[src/rtl/alu16_chk_fifo.sv]
// Expected-operation FIFO for the ALU16 checker; full/empty/count derive from registered pointers.
module alu16_chk_fifo #(
  parameter int DEPTH = 4,
  parameter int W     = 36,
  localparam int AW   = $clog2(DEPTH)
) (
  input  logic          clk,
  input  logic          reset_n,
  input  logic          wr_en,
  input  logic [W-1:0]  wr_data,
  input  logic          rd_en,
  output logic [W-1:0]  rd_data,
  output logic          full,
  output logic          empty,
  output logic [AW:0]   count
);

  localparam logic [AW:0] FULL_CNT = (AW+1)'(DEPTH);

  logic [W-1:0] mem_r [DEPTH];
  logic [AW:0]  wr_ptr_r;
  logic [AW:0]  rd_ptr_r;
  logic         do_wr_s;
  logic         do_rd_s;

  assign count   = wr_ptr_r - rd_ptr_r;
  assign full    = (count == FULL_CNT);
  assign empty   = (wr_ptr_r == rd_ptr_r);
  assign do_wr_s = wr_en & ~full;
  assign do_rd_s = rd_en & ~empty;
  assign rd_data = mem_r[rd_ptr_r[AW-1:0]];

  // Storage array; contents are only observable while the FIFO is non-empty, so no reset.
  always_ff @(posedge clk) begin
    if (do_wr_s) begin
      mem_r[wr_ptr_r[AW-1:0]] <= wr_data;
    end
  end

  // Read and write pointers with an extra wrap bit for full/empty disambiguation.
  always_ff @(posedge clk or negedge reset_n) begin
    if (!reset_n) begin
      wr_ptr_r <= '0;
      rd_ptr_r <= '0;
    end else begin
      if (do_wr_s) wr_ptr_r <= wr_ptr_r + (AW+1)'(1);
      if (do_rd_s) rd_ptr_r <= rd_ptr_r + (AW+1)'(1);
    end
  end

endmodule

[config.mk]
export PLATFORM = sky130hd
export DESIGN_NAME = alu16_chk_fifo
export DESIGN_NICKNAME = d
export VERILOG_FILES = /design/src/rtl/alu16_chk_fifo.sv
export SDC_FILE = /design/constraint.sdc
export NUM_CORES = 1
export LEC_CHECK = 0
export ABC_AREA = 1
export BUFFER_PORTS_ARGS = -buffer_cell sky130_fd_sc_hd__buf_4
export CORE_AREA = 2 2 134 136
export CTS_CLUSTER_DIAMETER = 200
export CTS_CLUSTER_SIZE = 30
export DETAILED_ROUTE_END_ITERATION = 8
export DIE_AREA = 0 0 136 138
export MAX_ROUTING_LAYER = met4
export PLACE_DENSITY = 0.54
export REMOVE_ABC_BUFFERS = 1
export SYNTH_ARGS = -nofsm -noshare
export SYNTH_HDL_FRONTEND = slang
export SYNTH_SLANG_ARGS = --single-unit
[constraint.sdc]
create_clock -name clk -period 4.03 [get_ports clk]
set_clock_uncertainty 0.05 [all_clocks]
set_input_delay 0.6045 -clock clk [delete_from_list [all_inputs] [get_ports clk]]
set_output_delay 0.6045 -clock clk [all_outputs]
set_load 0.05 [all_outputs]
==> results of run 1 <==
==> cell type report <==
type,count,area [µm²],share of cell area (%)
clock buffers,18,429.2,5.887
clock inverters,14,166.4,2.283
inverters,16,62.56,0.8582
multi-input cells,222,1186,16.27
flip-flops and latches,150,4476,61.40
well taps,229,286.5,3.931
repair buffers,89,683.2,9.372
==> metal layers <==
layer	global-route usage (%)	vias up
met1	18.35	1765
li1	-	1685
met4	5.373	0
met2	22.30	81
met5	-	-
met3	3.960	9
==> flip-flops by register name, summed over array words and instances (netlist names) <==
name      flops
mem_r       144
rd_ptr_r      3
wr_ptr_r      3
==> path summary, 6_finish.rpt <==
| kind | from | endpoint | slack [ns] | depth (start not counted) |
|---|---|---|---|---|
| max | wr_ptr_r[0]$_DFFE_PN0P_ | full | 1.18 | 8 |
| min | wr_data[13] | mem_r[0][13]$_DFFE_PP_ | 0.33 | 1 |
| max reg2reg | wr_ptr_r[0]$_DFFE_PN0P_ | mem_r[3][12]$_DFFE_PP_ | 1.43 | 8 |
| min reg2reg | wr_ptr_r[2]$_DFFE_PN0P_ | wr_ptr_r[2]$_DFFE_PN0P_ | 0.49 | 2 |
| max in group asynchronous | reset_n | rd_ptr_r[0]$_DFFE_PN0P_ | 3.32 | 2 |
| min in group asynchronous | reset_n | wr_ptr_r[2]$_DFFE_PN0P_ | 0.48 | 2 |
==> cells by family (layout without fill, tap and decap cells) <==
group | after synthesis | after routing
DFF | 150 | 150
AOI/OAI and AO/OA | 109 | 109
and+or+nand+nor | 103 | 103
buffers and inverters | 38 | 137
adders and majority gates | 8 | 8
xor gates and xnor gates | 2 | 2
==> worst max-delay path: stages, from the launching register on <==
cell                      delay (ns)
sky130_fd_sc_hd__dfrtp_1        0.41
sky130_fd_sc_hd__inv_1          0.14
sky130_fd_sc_hd__ha_1           0.16
sky130_fd_sc_hd__inv_1          0.05
sky130_fd_sc_hd__fa_1           0.45
sky130_fd_sc_hd__nor2_1         0.20
sky130_fd_sc_hd__nand2_4        0.11
sky130_fd_sc_hd__inv_1          0.07
sky130_fd_sc_hd__buf_4          0.19
==> synth_stat cells <==
library cell,number
sky130_fd_sc_hd__inv_2,1
sky130_fd_sc_hd__xnor2_1,1
sky130_fd_sc_hd__o21ai_1,6
sky130_fd_sc_hd__edfxtp_1,144
sky130_fd_sc_hd__buf_2,13
sky130_fd_sc_hd__o21ai_0,67
sky130_fd_sc_hd__clkbuf_1,2
sky130_fd_sc_hd__nand3_2,3
sky130_fd_sc_hd__buf_4,1
sky130_fd_sc_hd__nor2_1,76
sky130_fd_sc_hd__nand2_1,14
sky130_fd_sc_hd__nand3_1,4
sky130_fd_sc_hd__xor2_2,1
sky130_fd_sc_hd__inv_4,1
sky130_fd_sc_hd__nand2_2,3
sky130_fd_sc_hd__ha_1,7
sky130_fd_sc_hd__clkbuf_2,6
sky130_fd_sc_hd__inv_1,14
sky130_fd_sc_hd__fa_1,1
sky130_fd_sc_hd__nand2_4,3
sky130_fd_sc_hd__dfrtp_1,6
sky130_fd_sc_hd__o22ai_1,36
==> what timing repair did <==
item,4_1_cts,5_1_grt
hold buffers,1,0
setup endpoints to repair,0,0
hold endpoints to repair,6,0
==> through the flow <==
stage          worst slack, ns  util [%]
2_1_floorplan          -0.8023         -
3_3_place_gp             1.450     38.12
3_5_place_dp             1.409     38.12
4_1_cts                  1.146     41.57
5_1_grt                  1.021     41.57
6_report                 1.180     41.57
==> metrics list, run 1 <==
- Register bit total from synthesis: 150
* Top-area cell type share of the netlist area: 74.42%
- After the first detailed-routing iteration, the DRC count stood at 237.
- The synthesized netlist devotes 1.852% of its cell area to adder and majority cells.
* Insertion delay to the later sink of the worst-skew pair: 0.42 ns
* Peak clock frequency supported by timing: 0.3509 GHz
* Share of post-route cells with drive strength above 1: 26.72%
* Antenna diode instance count: 0
- Of the total synthesized cell area, the portion taken by XOR and XNOR cells is 0.4307%.
* Worst setup SP type: flop
* Remaining global-route overflow: 0
- The largest total area in the synthesized netlist belongs to sky130_fd_sc_hd__edfxtp_1.
- For this run, the number of Yosys warnings is 0.
- The clock tree synthesis step divided the H-tree into 4 levels.
- Transition time of the tightest slew-check pin: 0.9055 ns
- Overall Global Routing Usage: 14.49%
* Remaining number of nets flagged by the antenna check after routing: 0
- For the worst setup path, the data arrival time is 2.20 ns.
- The detailed router put a total of 5729 µm of wire on met1.
* Met3 routed wirelength: 542 µm
* Cell variety after synth: 22
- Post-synthesis cell count: 410
- Worst setup EP type: output pin
* Via count: 3540
* Worst min-delay path class: primary input to flop
* Buffers added on ports: 80
- Entering global routing, the biggest net connects 74 pins.
- Dominant combinational cell family by area after synthesis: compound AO/OA/AOI/OAI gates
- Initial antenna violation count: 0
- The cell area that synthesis handed to floorplanning was 5811 µm².
- Routed length per placed instance: 17.03 µm
- Excluding fillers, the count of instances in the completed layout stands at 738.
* Total CTS buffers: 17
* Max-slew violation total from the final report: 0
- In the finished design, the share of the clock period the worst path needs comes to 70.72%.
- Final hold slack: 0.3311 ns
* Relative slew slack: 39.54%
- Starting Density: 33.14%
- For this block, the routed nets add up to 12570 µm of wire.
* Sink count of the clock tree: 150
- Commonest non-fill, non-tap cell in the layout: sky130_fd_sc_hd__edfxtp_1
* Largest cells by area after synthesis: sky130_fd_sc_hd__edfxtp_1, sky130_fd_sc_hd__o21ai_0, sky130_fd_sc_hd__nor2_1
- After detailed routing, the met2 layer carries 6160 µm of wire.
* Clock-pin slew reported for the worst setup and hold paths after clock tree synthesis: 0.06 ns
- Worst-path maximum fanout: 6
- The congestion estimate from routability-driven global placement came to 0.6980.
* Max_cap viols: 0
- Once placement completed, the tool counted placed cells totaling 705.
- Area fraction in compound gates after synthesis: 10.16%
- Nets: 544
- Deepest clock path buffer count: 2
- Summed over all failing endpoints, the final setup total negative slack is 0 ns.
- The die covers 18770 µm².
- DIE HEIGHT: 138 µm
- Placed wire-length estimate: 7276 µm
* Hold Violations, Final: 0
* Area added between synthesis and finish: 25.45%
* Layout fillers: 1651
* RSZ-0062 raised after global routing: false
- Counting I/O delays and the setup requirement, the final critical path takes 2.850 ns.
* Overall die width: 136 µm
- Clock Tree Root: sky130_fd_sc_hd__clkbuf_16
* Run status: complete, no violations
- At the worst endpoint, the required time is 3.38 ns.
- Final setup violation count: 0
* Mux cell area share after synthesis: 0%
- Critical path class: flop to output pin
* Clock tree from TritonCTS: yes
- The average instance in the mapped netlist occupies 14.17 µm².
- Number of detailed-routing iterations run before antenna repair: 4
* Boundary pin count: 81
- The first global-routing pass estimated 19580 µm of wire.
* Post-CTS setup buffer count: 0
- In the routed design, unresolved DRC markers number 0.
- Vias in the first global route: 3500
- Of the total synthesized cell area, the portion taken by AND, OR, NAND and NOR gates is 7.580%.
* Std cell rows: 49
- For this run, the register share of the synthesized area comes to 77.00%.
* Top sig layer: met4
- With fillers left out, the area of the finished cells amounts to 7289 µm².
- Most used cells in the layout excluding fill and tap cells: sky130_fd_sc_hd__edfxtp_1, sky130_fd_sc_hd__buf_4, sky130_fd_sc_hd__nor2_1
* Number of gates given a new drive strength after cts: 0
* Vias per inst: 4.797
- DP Area: 6684 µm²
- Core area: 17530 µm²
Power of run 1 is left out: the tool's default activity adds up to more than one toggle a clock period on the data nets, which glitch-free logic cannot reach.
==> inputs of run 2 (changes only) <==
--- a/config.mk
+++ b/config.mk
@@ -13,7 +13,7 @@
 export DETAILED_ROUTE_END_ITERATION = 8
 export DIE_AREA = 0 0 136 138
 export MAX_ROUTING_LAYER = met4
-export PLACE_DENSITY = 0.54
+export PLACE_DENSITY = 0.56
 export REMOVE_ABC_BUFFERS = 1
 export SYNTH_ARGS = -nofsm -noshare
 export SYNTH_HDL_FRONTEND = slang
==> constraint.sdc (replaced) <==
create_clock -name clk -period 2.6 [get_ports clk]
set_clock_uncertainty 0.05 [all_clocks]
set_input_delay 0.39 -clock clk [delete_from_list [all_inputs] [get_ports clk]]
set_output_delay 0.39 -clock clk [all_outputs]
set_load 0.05 [all_outputs]
==> metrics list, run 2 (synthesized netlist as in run 1, its figures left out) <==
- Max_cap viols: 0
* Nets: 552
* Worst min-delay path class: primary input to flop
* Deepest clock path buffer count: 2
- Buf+Inv Stages, Crit Path: 4
* Core Util, Final: 42.09%
* Critical path's largest stage delay: 0.46 ns
* Most used cells in the layout excluding fill and tap cells: sky130_fd_sc_hd__edfxtp_1, sky130_fd_sc_hd__buf_4, sky130_fd_sc_hd__nor2_1
- Number of detailed-routing iterations run before antenna repair: 4
- Final hold slack: 0.1214 ns
* Cells after DPL: 712
* Worst setup EP type: output pin
* DRC errors left: 0
* Antenna diode instance count: 0
- Dominant cell type by count on the critical path: sky130_fd_sc_hd__inv_1
* Area added between synthesis and finish: 27.02%
- Boundary pin count: 81
- Wire length of the first global-routing pass: 20200 µm
- In the final timing run, aggregate negative setup slack is 0 ns.
- The register with the most flip-flops in the layout has 144 of them.
- Tcrit/Tclk final: 96.15%
* Peak clock frequency supported by timing: 0.4000 GHz
* Cell count along the critical path: 8
- After clock tree synthesis, the clock-pin slew on the worst setup and hold paths is 0.06 ns.
- Summing over every cut layer, the via total after detailed routing is 3531.
* Core area: 17530 µm²
* Arrival time of the worst setup path: 2.06 ns
- Of all nets on the critical path, the largest fanout is 6.
- In this design, the largest share of critical-path delay is due to adder cells.
- Starting Density: 33.14%
* Initial antenna violation count: 0
- Hold Crit Depth: 1
- Remaining number of nets flagged by the antenna check after routing: 0
* Overall die width: 136 µm
- For the worst flop-to-flop path, the logic depth is 9.
- Setup violations remaining at the end of the flow were counted as 0.
- Std cell rows: 49
- In this run, CTS created clock tree buffers numbering 17.
- After global routing the overflow that remains totals 0.
* Insertion delay to the later sink of the worst-skew pair: 0.42 ns
* Vias per inst: 4.733
* Endpoint required time on the critical path: 2.16 ns
- H-tree depth reported by CTS: 4
- RSZ-0062 raised after global routing: false
- The via count of the first global-routing pass is 3803.
- Hold Violations, Final: 0
- In the final layout, the share of cells above drive strength 1 is 27.85%.
* Routability congestion estimate: 0.7555
- Detailed placement ended at an HPWL of 7913 µm.
- In this run the tightest slew margin relative to its limit is 72.22%.
* Commonest non-fill, non-tap cell in the layout: sky130_fd_sc_hd__edfxtp_1
- Worst path cell trace: inv_2 > ha_1 > inv_1 > fa_2 > nor2_4 > nand2_4 > inv_1 > buf_6
* Largest net degree at the start of global routing: 39
- DIE HEIGHT: 138 µm
* Cell with the biggest individual delay on the critical path: sky130_fd_sc_hd__fa_2
- The layout has 1642 filler cells.
* Initial DRC count: 177
- Non-filler instance count after layout: 746
* Sink count of the clock tree: 150
- The smallest clock period supported by the final layout is computed as 2.500 ns.
- Run status: complete, no violations
- Transition time of the tightest slew-check pin: 0.4168 ns
- Worst setup SP type: flop
* Routed length per placed instance: 16.96 µm
- The worst setup path is of the flop to output pin kind.
- The number of pins with negative max-slew slack in the final report is 0.
- Across every metal layer, demand over resource in global routing totals 14.65%.
- The tree is rooted in a sky130_fd_sc_hd__clkbuf_16.
- The floorplan step defined a die boundary enclosing 18770 µm².
- Clock tree from TritonCTS: yes
- After detailed routing, the total wire length is 12650 µm.
- Port buffering added 80 buffers.
==> run 2: final cells by class <==
cell class / instances / area, µm² / share of cell area, %
clock inverters: 14 / 158.9 / 2.153
flip-flops and latches: 150 / 4476 / 60.64
clock buffers: 18 / 429.2 / 5.815
multi-input cells: 222 / 1196 / 16.21
repair buffers: 97 / 772.0 / 10.46
inverters: 16 / 62.56 / 0.8476
well taps: 229 / 286.5 / 3.882
==> run 2: metrics by stage <==
| stage | setup slack (ns) | cell area [µm²] |
|---|---|---|
| floorplan | -2.232 | 5700 |
| global route | 0.006720 | 7381 |
| global placement | 0.3156 | 6761 |
| detailed placement | 0.2429 | 6761 |
| CTS | 0.009591 | 7366 |
| finish | 0.1001 | 7381 |
==> run 2: path summary, 6_finish.rpt <==
check                                     endpoint                     from  slack (ns)
min                         mem_r[1][17]$_DFFE_PP_              wr_data[17]        0.12
max in group asynchronous  rd_ptr_r[0]$_DFFE_PN0P_                  reset_n        2.12
max reg2reg                 mem_r[2][14]$_DFFE_PP_  wr_ptr_r[0]$_DFFE_PN0P_        0.29
min in group asynchronous  rd_ptr_r[2]$_DFFE_PN0P_                  reset_n        0.26
max                                           full  wr_ptr_r[0]$_DFFE_PN0P_        0.10
min reg2reg                wr_ptr_r[2]$_DFFE_PN0P_  wr_ptr_r[2]$_DFFE_PN0P_        0.52
==> run 2: routing by layer <==
layer  track usage, %  wire (µm)
met1            17.99       5520
met2            23.09       6303
met3            4.180        625
met4            5.263        204
met5                -          0
==> run 2: repair_timing <==
action                                  4_1_cts  5_1_grt
endpoints found under the hold margin         6        0
resized for setup                             3        2
endpoints found under the setup margin        1        1
setup buffers                                 0        1
hold buffers                                  1        0
==> run 2: worst reg2reg max path, delay by kind of cell, from the launching register on <==
family	cells	cell delay (ns)
adders and majority gates	2	0.70
buffers and inverters	3	0.44
DFF	1	0.41
and+or+nand+nor	4	0.38
Power of run 2 is left out for the same reason.
==> inputs of run 3 (changes only) <==
--- a/config.mk
+++ b/config.mk
@@ -14,6 +14,7 @@
 export DIE_AREA = 0 0 136 138
 export MAX_ROUTING_LAYER = met4
 export PLACE_DENSITY = 0.56
+export RECOVER_POWER = 25
 export REMOVE_ABC_BUFFERS = 1
 export SYNTH_ARGS = -nofsm -noshare
 export SYNTH_HDL_FRONTEND = slang
==> metrics list, run 3 (synthesized netlist as in run 1, its figures left out) <==
* Run status: complete, no violations
* Clock-pin slew reported for the worst setup and hold paths after clock tree synthesis: 0.06 ns
* Vias per inst: 4.760
* Met1 layer wirelength in the final routing: 5552 µm
* Nets: 552
- Max-cap violations in this run came to 0.
- Counting I/O delays and the setup requirement, the final critical path takes 2.497 ns.
- STA classifies the critical path endpoint as an output pin.
- In the final layout, the multi-input gates occupy 1196 µm².
* Starting Density: 33.14%
- At the pin with the least slew margin, the transition time is 0.4099 ns.
- Worst-path maximum fanout: 6
- Clock tree synthesis found a total of 150 sinks.
- The startpoint identified for the worst register-to-register timing path is wr_ptr_r[0]$_DFFE_PN0P_.
- Vias in the first global route: 3803
* Buffers added on ports: 80
* Clock tree from TritonCTS: yes
* Relative slew slack: 72.68%
- The critical path starts at wr_ptr_r[0]$_DFFE_PN0P_.
* Routability congestion estimate: 0.7555
- Detail Route met2 WL: 6344 µm
- 81 I/O pins were placed.
- Met3 routed wirelength: 619 µm
- Clock tree synthesis selected as its root buffer the cell sky130_fd_sc_hd__clkbuf_16.
* Cells after DPL: 712
- Routed length per placed instance: 16.96 µm
* Non-Filler Cell Area, Final: 7286 µm²
- Layout fillers: 1658
- Measured along the x axis, the die boundary spans 136 µm.
- CTS built an H-tree with a depth of 4.
- Initial DRC count: 195
- Final setup violation count: 0
- Based on the critical path, the design can be clocked at up to 0.4005 GHz.
- Core area: 17530 µm²
* Tcrit/Tclk final: 96.04%
- In this run the worst hold path is classified as primary input to flop.
- Largest net degree at the start of global routing: 39
- The final layout contains routed wiring with a total length of 12670 µm.
* Placed wire-length estimate: 7913 µm
- For the worst-skew pair, the clock arrives at the later sink with an insertion delay of 0.41 ns.
- In the final layout, flip-flops and latches occupy 4476 µm².
- DIE HEIGHT: 138 µm
- Remaining number of nets flagged by the antenna check after routing: 0
* Deepest clock path buffer count: 2
* Share of post-route cells with drive strength above 1: 22.82%
- STA puts the critical path data arrival time at 2.06 ns.
* Via count: 3556
* DP Area: 6761 µm²
* Overall Global Routing Usage: 14.65%
* Number of detailed-routing iterations run before antenna repair: 4
- The floorplan has 49 rows.
- Critical path class: flop to output pin
* Hold Violations, Final: 0
* Wire length of the first global-routing pass: 20200 µm
- Summed over all layers, the global routing overflow is 0.
- The number of pins with negative max-slew slack in the final report is 0.
- RSZ-0062 raised after global routing: false
- Most used cells in the layout excluding fill and tap cells: sky130_fd_sc_hd__edfxtp_1, sky130_fd_sc_hd__nor2_1, sky130_fd_sc_hd__o21ai_0
- Endpoint required time on the critical path: 2.16 ns
- The worst setup path is launched from a flop.
* Total CTS buffers: 17
* Area added between synthesis and finish: 25.39%
* Commonest non-fill, non-tap cell in the layout: sky130_fd_sc_hd__edfxtp_1
- DRC errors left: 0
- Area of the die: 18770 µm²
* Beginning of the worst hold path: wr_data[34]
* Top sig layer: met4
- Initial antenna violation count: 1
- Non-filler instance count after layout: 747
- Max reg flops: 144
## run 3: layer usage
| layer | vias up | global-route usage (%) |
|---|---|---|
| met5 | - | - |
| met4 | 0 | 5.263 |
| met3 | 14 | 4.180 |
| met2 | 82 | 23.09 |
| met1 | 1753 | 17.99 |
| li1 | 1707 | - |
## run 3: worst paths after layout
check | slack [ns] | cells past startpoint | to
worst max-delay path | 0.10 | 8 | full
worst min-delay path | 0.14 | 1 | mem_r[3][34]$_DFFE_PP_
worst max register to register | 0.29 | 9 | mem_r[2][14]$_DFFE_PP_
worst min register to register | 0.52 | 2 | wr_ptr_r[2]$_DFFE_PN0P_
max in group asynchronous | 2.11 | 2 | rd_ptr_r[0]$_DFFE_PN0P_
min in group asynchronous | 0.27 | 2 | rd_ptr_r[2]$_DFFE_PN0P_
## run 3: timing repair
action | in CTS | in global routing
endpoints found under the setup margin | 1 | 1
resized for setup | 3 | 2
setup buffers | 0 | 1
endpoints found under the hold margin | 6 | 0
hold buffers | 1 | 0
## run 3: through the flow
stage               worst slack (ns)  setup TNS, ns  utilization [%]  hold WS (ns)
floorplan                     -2.232        -304.71                -       0.04441
global placement              0.3156              0            38.56        0.1508
detailed placement            0.2429              0            38.56        0.1507
CTS                         0.009591              0            42.01        0.1028
global route                0.006720              0            41.55        0.1201
finish                        0.1030              0            41.55        0.1360
## run 3: cell type report
cell class	instances	area share, %
repair buffers	97	9.256
well taps	229	3.933
multi-input cells	222	16.42
clock inverters	14	2.181
diodes	1	0.03435
inverters	16	0.8587
flip-flops and latches	150	61.43
clock buffers	18	5.890
## run 3: critical path, stage by stage, from the launching register on
cell and delay [ns]:
sky130_fd_sc_hd__dfrtp_1 0.39, sky130_fd_sc_hd__inv_2 0.08, sky130_fd_sc_hd__ha_1 0.19, sky130_fd_sc_hd__inv_1 0.06, sky130_fd_sc_hd__fa_2 0.46, sky130_fd_sc_hd__nor2_4 0.14
sky130_fd_sc_hd__nand2_4 0.09, sky130_fd_sc_hd__inv_1 0.08, sky130_fd_sc_hd__buf_6 0.15
Power of run 3 is left out for the same reason.
